**src/rtl/snake_head_stepper.sv**
```systemverilog
`default_nettype none
// snake_head_stepper: latches legal direction requests (no 180-degree reversals) and
// steps the snake head one grid cell per game tick with toroidal wrap-around.
module snake_head_stepper #(
   parameter int GRID_W   = 40,
   parameter int GRID_H   = 30,
   parameter int TICK_DIV = 2500000,
   parameter int START_X  = 20,
   parameter int START_Y  = 15
) (
   input  logic       VGA_CLK,
   input  logic       reset,
   input  logic [2:0] direction,
   input  logic       enable,
   output logic [5:0] head_x,
   output logic [4:0] head_y,
   output logic [2:0] heading,
   output logic       step,
   output logic       wrapped
);

   localparam int               CNT_W     = (TICK_DIV > 2) ? $clog2(TICK_DIV) : 1;
   localparam logic [CNT_W-1:0] TICK_LAST = CNT_W'(TICK_DIV - 1);
   localparam logic [CNT_W-1:0] CNT_ONE   = CNT_W'(1);
   localparam logic [5:0]       X_MAX     = 6'(GRID_W - 1);
   localparam logic [4:0]       Y_MAX     = 5'(GRID_H - 1);
   localparam logic [5:0]       X_START   = 6'(START_X);
   localparam logic [4:0]       Y_START   = 5'(START_Y);

   localparam logic [2:0] DIR_NONE  = 3'd0;
   localparam logic [2:0] DIR_UP    = 3'd1;
   localparam logic [2:0] DIR_DOWN  = 3'd2;
   localparam logic [2:0] DIR_LEFT  = 3'd3;
   localparam logic [2:0] DIR_RIGHT = 3'd4;

   logic [2:0]       pending;
   logic [2:0]       opposite;
   logic [2:0]       eff;
   logic             legal;
   logic             tick;
   logic [CNT_W-1:0] tick_cnt;
   logic [5:0]       next_x;
   logic [4:0]       next_y;
   logic             next_wrap;

   // Legality is judged against the committed heading, never against pending,
   // so two quick presses between ticks cannot reverse the snake.
   always_comb begin
      opposite = DIR_NONE;
      case (heading)
         DIR_UP:    opposite = DIR_DOWN;
         DIR_DOWN:  opposite = DIR_UP;
         DIR_LEFT:  opposite = DIR_RIGHT;
         DIR_RIGHT: opposite = DIR_LEFT;
         default:   opposite = DIR_NONE;
      endcase
   end

   assign legal = (direction >= DIR_UP) && (direction <= DIR_RIGHT) && (direction != opposite);
   assign eff   = legal ? direction : pending;
   assign tick  = enable && (tick_cnt == TICK_LAST);

   always_comb begin
      next_x    = head_x;
      next_y    = head_y;
      next_wrap = 1'b0;
      case (eff)
         DIR_UP: begin
            if (head_y == 5'd0) begin
               next_y    = Y_MAX;
               next_wrap = 1'b1;
            end else begin
               next_y = head_y - 5'd1;
            end
         end
         DIR_DOWN: begin
            if (head_y == Y_MAX) begin
               next_y    = 5'd0;
               next_wrap = 1'b1;
            end else begin
               next_y = head_y + 5'd1;
            end
         end
         DIR_LEFT: begin
            if (head_x == 6'd0) begin
               next_x    = X_MAX;
               next_wrap = 1'b1;
            end else begin
               next_x = head_x - 6'd1;
            end
         end
         DIR_RIGHT: begin
            if (head_x == X_MAX) begin
               next_x    = 6'd0;
               next_wrap = 1'b1;
            end else begin
               next_x = head_x + 6'd1;
            end
         end
         default: begin
            next_x    = head_x;
            next_y    = head_y;
            next_wrap = 1'b0;
         end
      endcase
   end

   always_ff @(posedge VGA_CLK) begin
      if (!reset) begin
         head_x   <= X_START;
         head_y   <= Y_START;
         heading  <= DIR_NONE;
         pending  <= DIR_NONE;
         tick_cnt <= '0;
         step     <= 1'b0;
         wrapped  <= 1'b0;
      end else begin
         pending <= eff;
         step    <= 1'b0;
         wrapped <= 1'b0;
         if (tick) begin
            tick_cnt <= '0;
            if (eff != DIR_NONE) begin
               heading <= eff;
               head_x  <= next_x;
               head_y  <= next_y;
               step    <= 1'b1;
               wrapped <= next_wrap;
            end
         end else if (enable) begin
            tick_cnt <= tick_cnt + CNT_ONE;
         end
      end
   end

endmodule
`default_nettype wire

```
**config.mk**
```make
export PLATFORM = sky130hd
export DESIGN_NAME = snake_head_stepper
export DESIGN_NICKNAME = d
export VERILOG_FILES = /design/src/rtl/snake_head_stepper.sv
export SDC_FILE = /design/constraint.sdc
export NUM_CORES = 1
export LEC_CHECK = 0
export CORE_MARGIN = 2
export CORE_UTILIZATION = 35
export CTS_CLUSTER_DIAMETER = 40
export CTS_CLUSTER_SIZE = 10
export DETAILED_ROUTE_END_ITERATION = 6
export PLACE_DENSITY_LB_ADDON = 0.1
export SLEW_MARGIN = 20
export SYNTH_ARGS = -nofsm -noshare
export SYNTH_HDL_FRONTEND = slang
export SYNTH_SLANG_ARGS = --single-unit
```
**constraint.sdc**
```tcl
create_clock -name VGA_CLK -period 1.84 [get_ports VGA_CLK]
set_input_delay 0.184 -clock VGA_CLK [delete_from_list [all_inputs] [get_ports VGA_CLK]]
set_output_delay 0.184 -clock VGA_CLK [all_outputs]
set_load 0.03 [all_outputs]
```
==> impl.org, run 1 <==
** Run status
- Status :: complete, but fails checks
- Violated checks :: negative setup slack

** Placement
- Routability-driven placement finished with a final weighted congestion of 0.893.
- Summed over all nets, the half-perimeter wirelength after detailed placement is 5100 um.
- Number of placed cells counting well taps :: 491
- After detailed placement, the total cell area comes to 3380 um^2.
- At the placement stage, the worst setup path has a slack of -540 ps.
- During placement, the flow inserted port buffers numbering 21.

** Die
- Vert. Die Dim :: 89.6 um
- Core Area :: 7180 um^2
- Std-Cell Rows :: 31
- The die covers 8030 um^2.
- # IOs :: 22
- Starting density of the core :: 35.7%
- The die is 89.6 um wide.

** Critical path
- Type of element capturing the critical path :: register
- Combined buffer and inverter count along the critical path :: 0
- In this run the worst setup path begins at tick_cnt[14].
- CP max stage delay :: 540 ps
- Crit path kind :: register to register
- Max FO, Critical Path :: 5
- Data arrival, critical path :: 2230 ps
- Critical path cell sequence :: or4_4 > nor4_4 > nand4_1 > a21oi_4 > o221ai_2 > a31o_1
- The worst register-to-register path begins at tick_cnt[14].
- Gate family responsible for the most delay along the worst path :: simple AND/OR/NAND/NOR gates
- For this design, the slowest cell found on the critical path is sky130_fd_sc_hd__or4_4.
- Worst Setup Start Kind :: register
- STA puts the critical path data required time at 2030 ps.

** Synth
- In this run, distinct cell masters in the synthesized netlist total 67.
- Post-synth net total :: 329
- Among all flip-flop cells after synthesis, the most frequent one is sky130_fd_sc_hd__dfxtp_1.
- Counting flops with a built-in enable in the synthesized netlist gives 0.
- Sequential cells were found to cover 32.0% of the synthesized design area.
- Synthesized cell area :: 2560 um^2
- During synthesis, Yosys emitted a total of 0 warnings.
- The average instance in the mapped netlist occupies 8.12 um^2.
- FF+latch count, synth :: 41
- Of all flip-flops after synthesis, the portion carrying an async set or reset was 0%.
- After technology mapping, the gate count stands at 316.

** STA
- Highest Clock Rate :: 491 MHz
- Subtracting the final worst setup slack from the clock period gives 2040 ps.
- Final hold analysis gives a worst-case slack of 537 ps.
- Slew Limit Fails :: 0
- Setup repair after global routing missed its margin :: true
- Setup total negative slack :: -1880 ps
- The final critical path takes up 111% of the cycle.
- Setup violations remaining at the end of the flow were counted as 16.
- Slew HR :: 69.3%
- Slew at the pin with the worst max-slew slack :: 459 ps
- Layout Skew :: 7.56 ps
- Setup slack on the critical path of the routed design comes to -198 ps.
- The number of endpoints with negative hold slack in the final report came to 0.

** Clock tree
- Cell at the root of the clock tree :: sky130_fd_sc_hd__clkbuf_8
- Clock tree synthesis found a total of 41 sinks.
- The H-tree generated during clock tree synthesis spans 2 levels.
- Clock-pin slew of the registers on the worst-case setup and hold paths :: 80 ps
- TritonCTS built the clock tree.
- Clk buf depth :: 2
- Clock latency on the worst-skew pair :: 290 ps
- Buffers inserted during clock tree synthesis total 5.

** Hold path
- Min-delay worst type :: register to register
- The worst hold path begins at tick_cnt[3].

** GRT
- The initial antenna violation count is 0.
- Entering global routing, the biggest net connects 22 pins.
- Via count of the first global-routing pass :: 2540
- The first global-routing pass estimated 11800 um of wire.
- Global route overflow :: 0
- In the global route stage, overall resource usage came out at 18.7%.

** Final layout
- Share of cells above drive strength 1 :: 34.1%
- Antenna diode count :: 0
- Final non-filler cell area :: 3870 um^2
- Number of nets in the finished design :: 423
- The finished layout holds 509 standard cells, fillers aside.
- The area growth from synthesis to layout is 50.8%.
- Filler Cell Count :: 668
- The library cell used most frequently in the layout, excluding fill and tap cells, is sky130_fd_sc_hd__buf_4.
- Most frequent cells in the layout :: 69 x sky130_fd_sc_hd__buf_4, 36 x sky130_fd_sc_hd__nor2_1, 33 x sky130_fd_sc_hd__dfxtp_1, 20 x sky130_fd_sc_hd__nand2_1, 18 x sky130_fd_sc_hd__clkdlybuf4s50_1

** Power and ir drop
- VDD sags by at most 0.309 mV.
- The share of total power dissipated in sequential elements is 48.7%.
- PD cells :: 476 nW/um^2
- Of the total power, the clock network draws 38.4%.
- Design internal power :: 1.39 mW
- Summed over all nets, the switching power comes to 0.448 mW.
- Of the total power, the share spent switching nets is 24.3%.
- Portion of total power attributed to combinational logic :: 12.8%
- The analysis attributes to cell leakage a power of 1.49 nW.

** Route
- Before antenna repair, the detailed router went through 4 iterations.
- After detailed routing, the average wire length per cell comes to 13.9 um.
- In this run the remaining antenna-violating nets after routing total 0.
- Iteration-0 DRC Markers :: 80
- The detailed router placed 2662 vias in this run.
- Wirelength, routed :: 7080 um
- After detailed routing, the number of remaining DRC violations is 0.
- Dividing the detail-routed via count by the number of cells gives 5.23.

** Flow run
- Max-capacitance violation count :: 0
[kinds of logic (layout without fill, tap and decap cells)]
group	after synthesis	after routing	synth area share [%]
simple gates	139	139	29.2
compound gates	79	80	22.2
flops	41	41	32.0
xor+xnor	24	24	8.20
buf+inv	22	115	3.41
fa+ha+maj	7	7	3.41
mux	4	4	1.56
[power groups by stage]
| stage | logic, mW | registers, mW | clock network [mW] |
|---|---|---|---|
| 2_1_floorplan | 0.0948 | 0.924 | 0 |
| 5_1_grt | 0.257 | 0.899 | 0.775 |
| 6_report | 0.236 | 0.898 | 0.708 |
| 3_3_place_gp | 0.186 | 0.920 | 0 |
| 4_1_cts | 0.218 | 0.898 | 0.739 |
| 3_5_place_dp | 0.186 | 0.920 | 0 |
[registers in the layout (all words and copies together) (netlist names)]
signal / count
tick_cnt: 22
pending: 3
head_x: 6
wrapped: 1
heading: 3
head_y: 5
step: 1
[final timing paths]
kind / depth (start not counted) / slack (ps) / to
setup / recovery: 6 / -200 / head_y[0]
hold / removal: 2 / 540 / tick_cnt[3]
hold reg to reg: 2 / 540 / tick_cnt[3]
setup reg to reg: 6 / -200 / head_y[0]
[worst register-to-register path, cell delays in order, from the launching register on]
cell and delay [ps]:
sky130_fd_sc_hd__dfxtp_2 330, sky130_fd_sc_hd__or4_4 540, sky130_fd_sc_hd__nor4_4 290, sky130_fd_sc_hd__nand4_1 210, sky130_fd_sc_hd__a21oi_4 250, sky130_fd_sc_hd__o221ai_2 140, sky130_fd_sc_hd__a31o_1 190
[through the flow]
stage	util (%)	power, mW
6_report	53.9	1.84
5_1_grt	53.9	1.93
4_1_cts	51.5	1.85
3_5_place_dp	47.2	1.11
3_3_place_gp	47.2	1.11
2_1_floorplan	-	1.02
[metal layers]
layer	track usage (%)	share of wire, %	vias up
met5	0	0	-
met4	4.34	1.7	0
met3	3.84	2.7	11
met2	31.3	49	36
met1	24.6	47	1263
li1	-	-	1352
[timing repair]
action / in CTS / in global routing
setup endpoints to repair: 19 / 40
hold buffers: 0 / 0
resized for setup: 33 / 32
gates cloned: 1 / 0
pin swaps: 14 / 13
buffers inserted: 7 / 4
[cells in the mapped netlist (all sizes together) (3+ instances only)]
| cell | number | area [um^2] |
|---|---|---|
| inv | 11 | 41.3 |
| o21ai | 17 | 88.8 |
| nor2b | 4 | 25.0 |
| a32oi | 3 | 26.3 |
| nand4 | 7 | 50.1 |
| nand2 | 22 | 82.6 |
| nor2 | 37 | 139 |
| o21a | 6 | 45.0 |
| ha | 7 | 87.6 |
| or3 | 4 | 25.0 |
| nor3b | 7 | 52.6 |
| mux2i | 4 | 40.0 |
| o31ai | 4 | 30.0 |
| clkbuf | 9 | 36.3 |
| o211ai | 4 | 35.0 |
| or4 | 3 | 26.3 |
| dfxtp | 41 | 821 |
| a21oi | 19 | 110 |
| a31oi | 3 | 18.8 |
| nor3 | 8 | 40.0 |
| and3 | 8 | 51.3 |
| and2 | 5 | 32.5 |
| nand3 | 19 | 95.1 |
| xnor2 | 13 | 114 |
| xor2 | 11 | 96.3 |
[cell type report]
class                      instances  area [um^2]  area share, %
timing repair buffer              97          812           21.0
inverter                          11         41.3           1.07
clock inverter                     2         35.0          0.906
sequential                        41          836           21.6
clock buffer                       5         68.8           1.78
multi-input combinational        254         1950           50.4
tap                               99          124           3.20
Power figures use the tool's default switching activity.
==> run 2, diff against run 1 <==
--- a/config.mk
+++ b/config.mk
@@ -11,7 +11,7 @@
 export CTS_CLUSTER_SIZE = 10
 export DETAILED_ROUTE_END_ITERATION = 6
 export PLACE_DENSITY_LB_ADDON = 0.1
-export SLEW_MARGIN = 20
+export SLEW_MARGIN = 25
 export SYNTH_ARGS = -nofsm -noshare
 export SYNTH_HDL_FRONTEND = slang
 export SYNTH_SLANG_ARGS = --single-unit
==> results of run 2 <==
Final layout, timing and power as in run 1 (identical DEF).
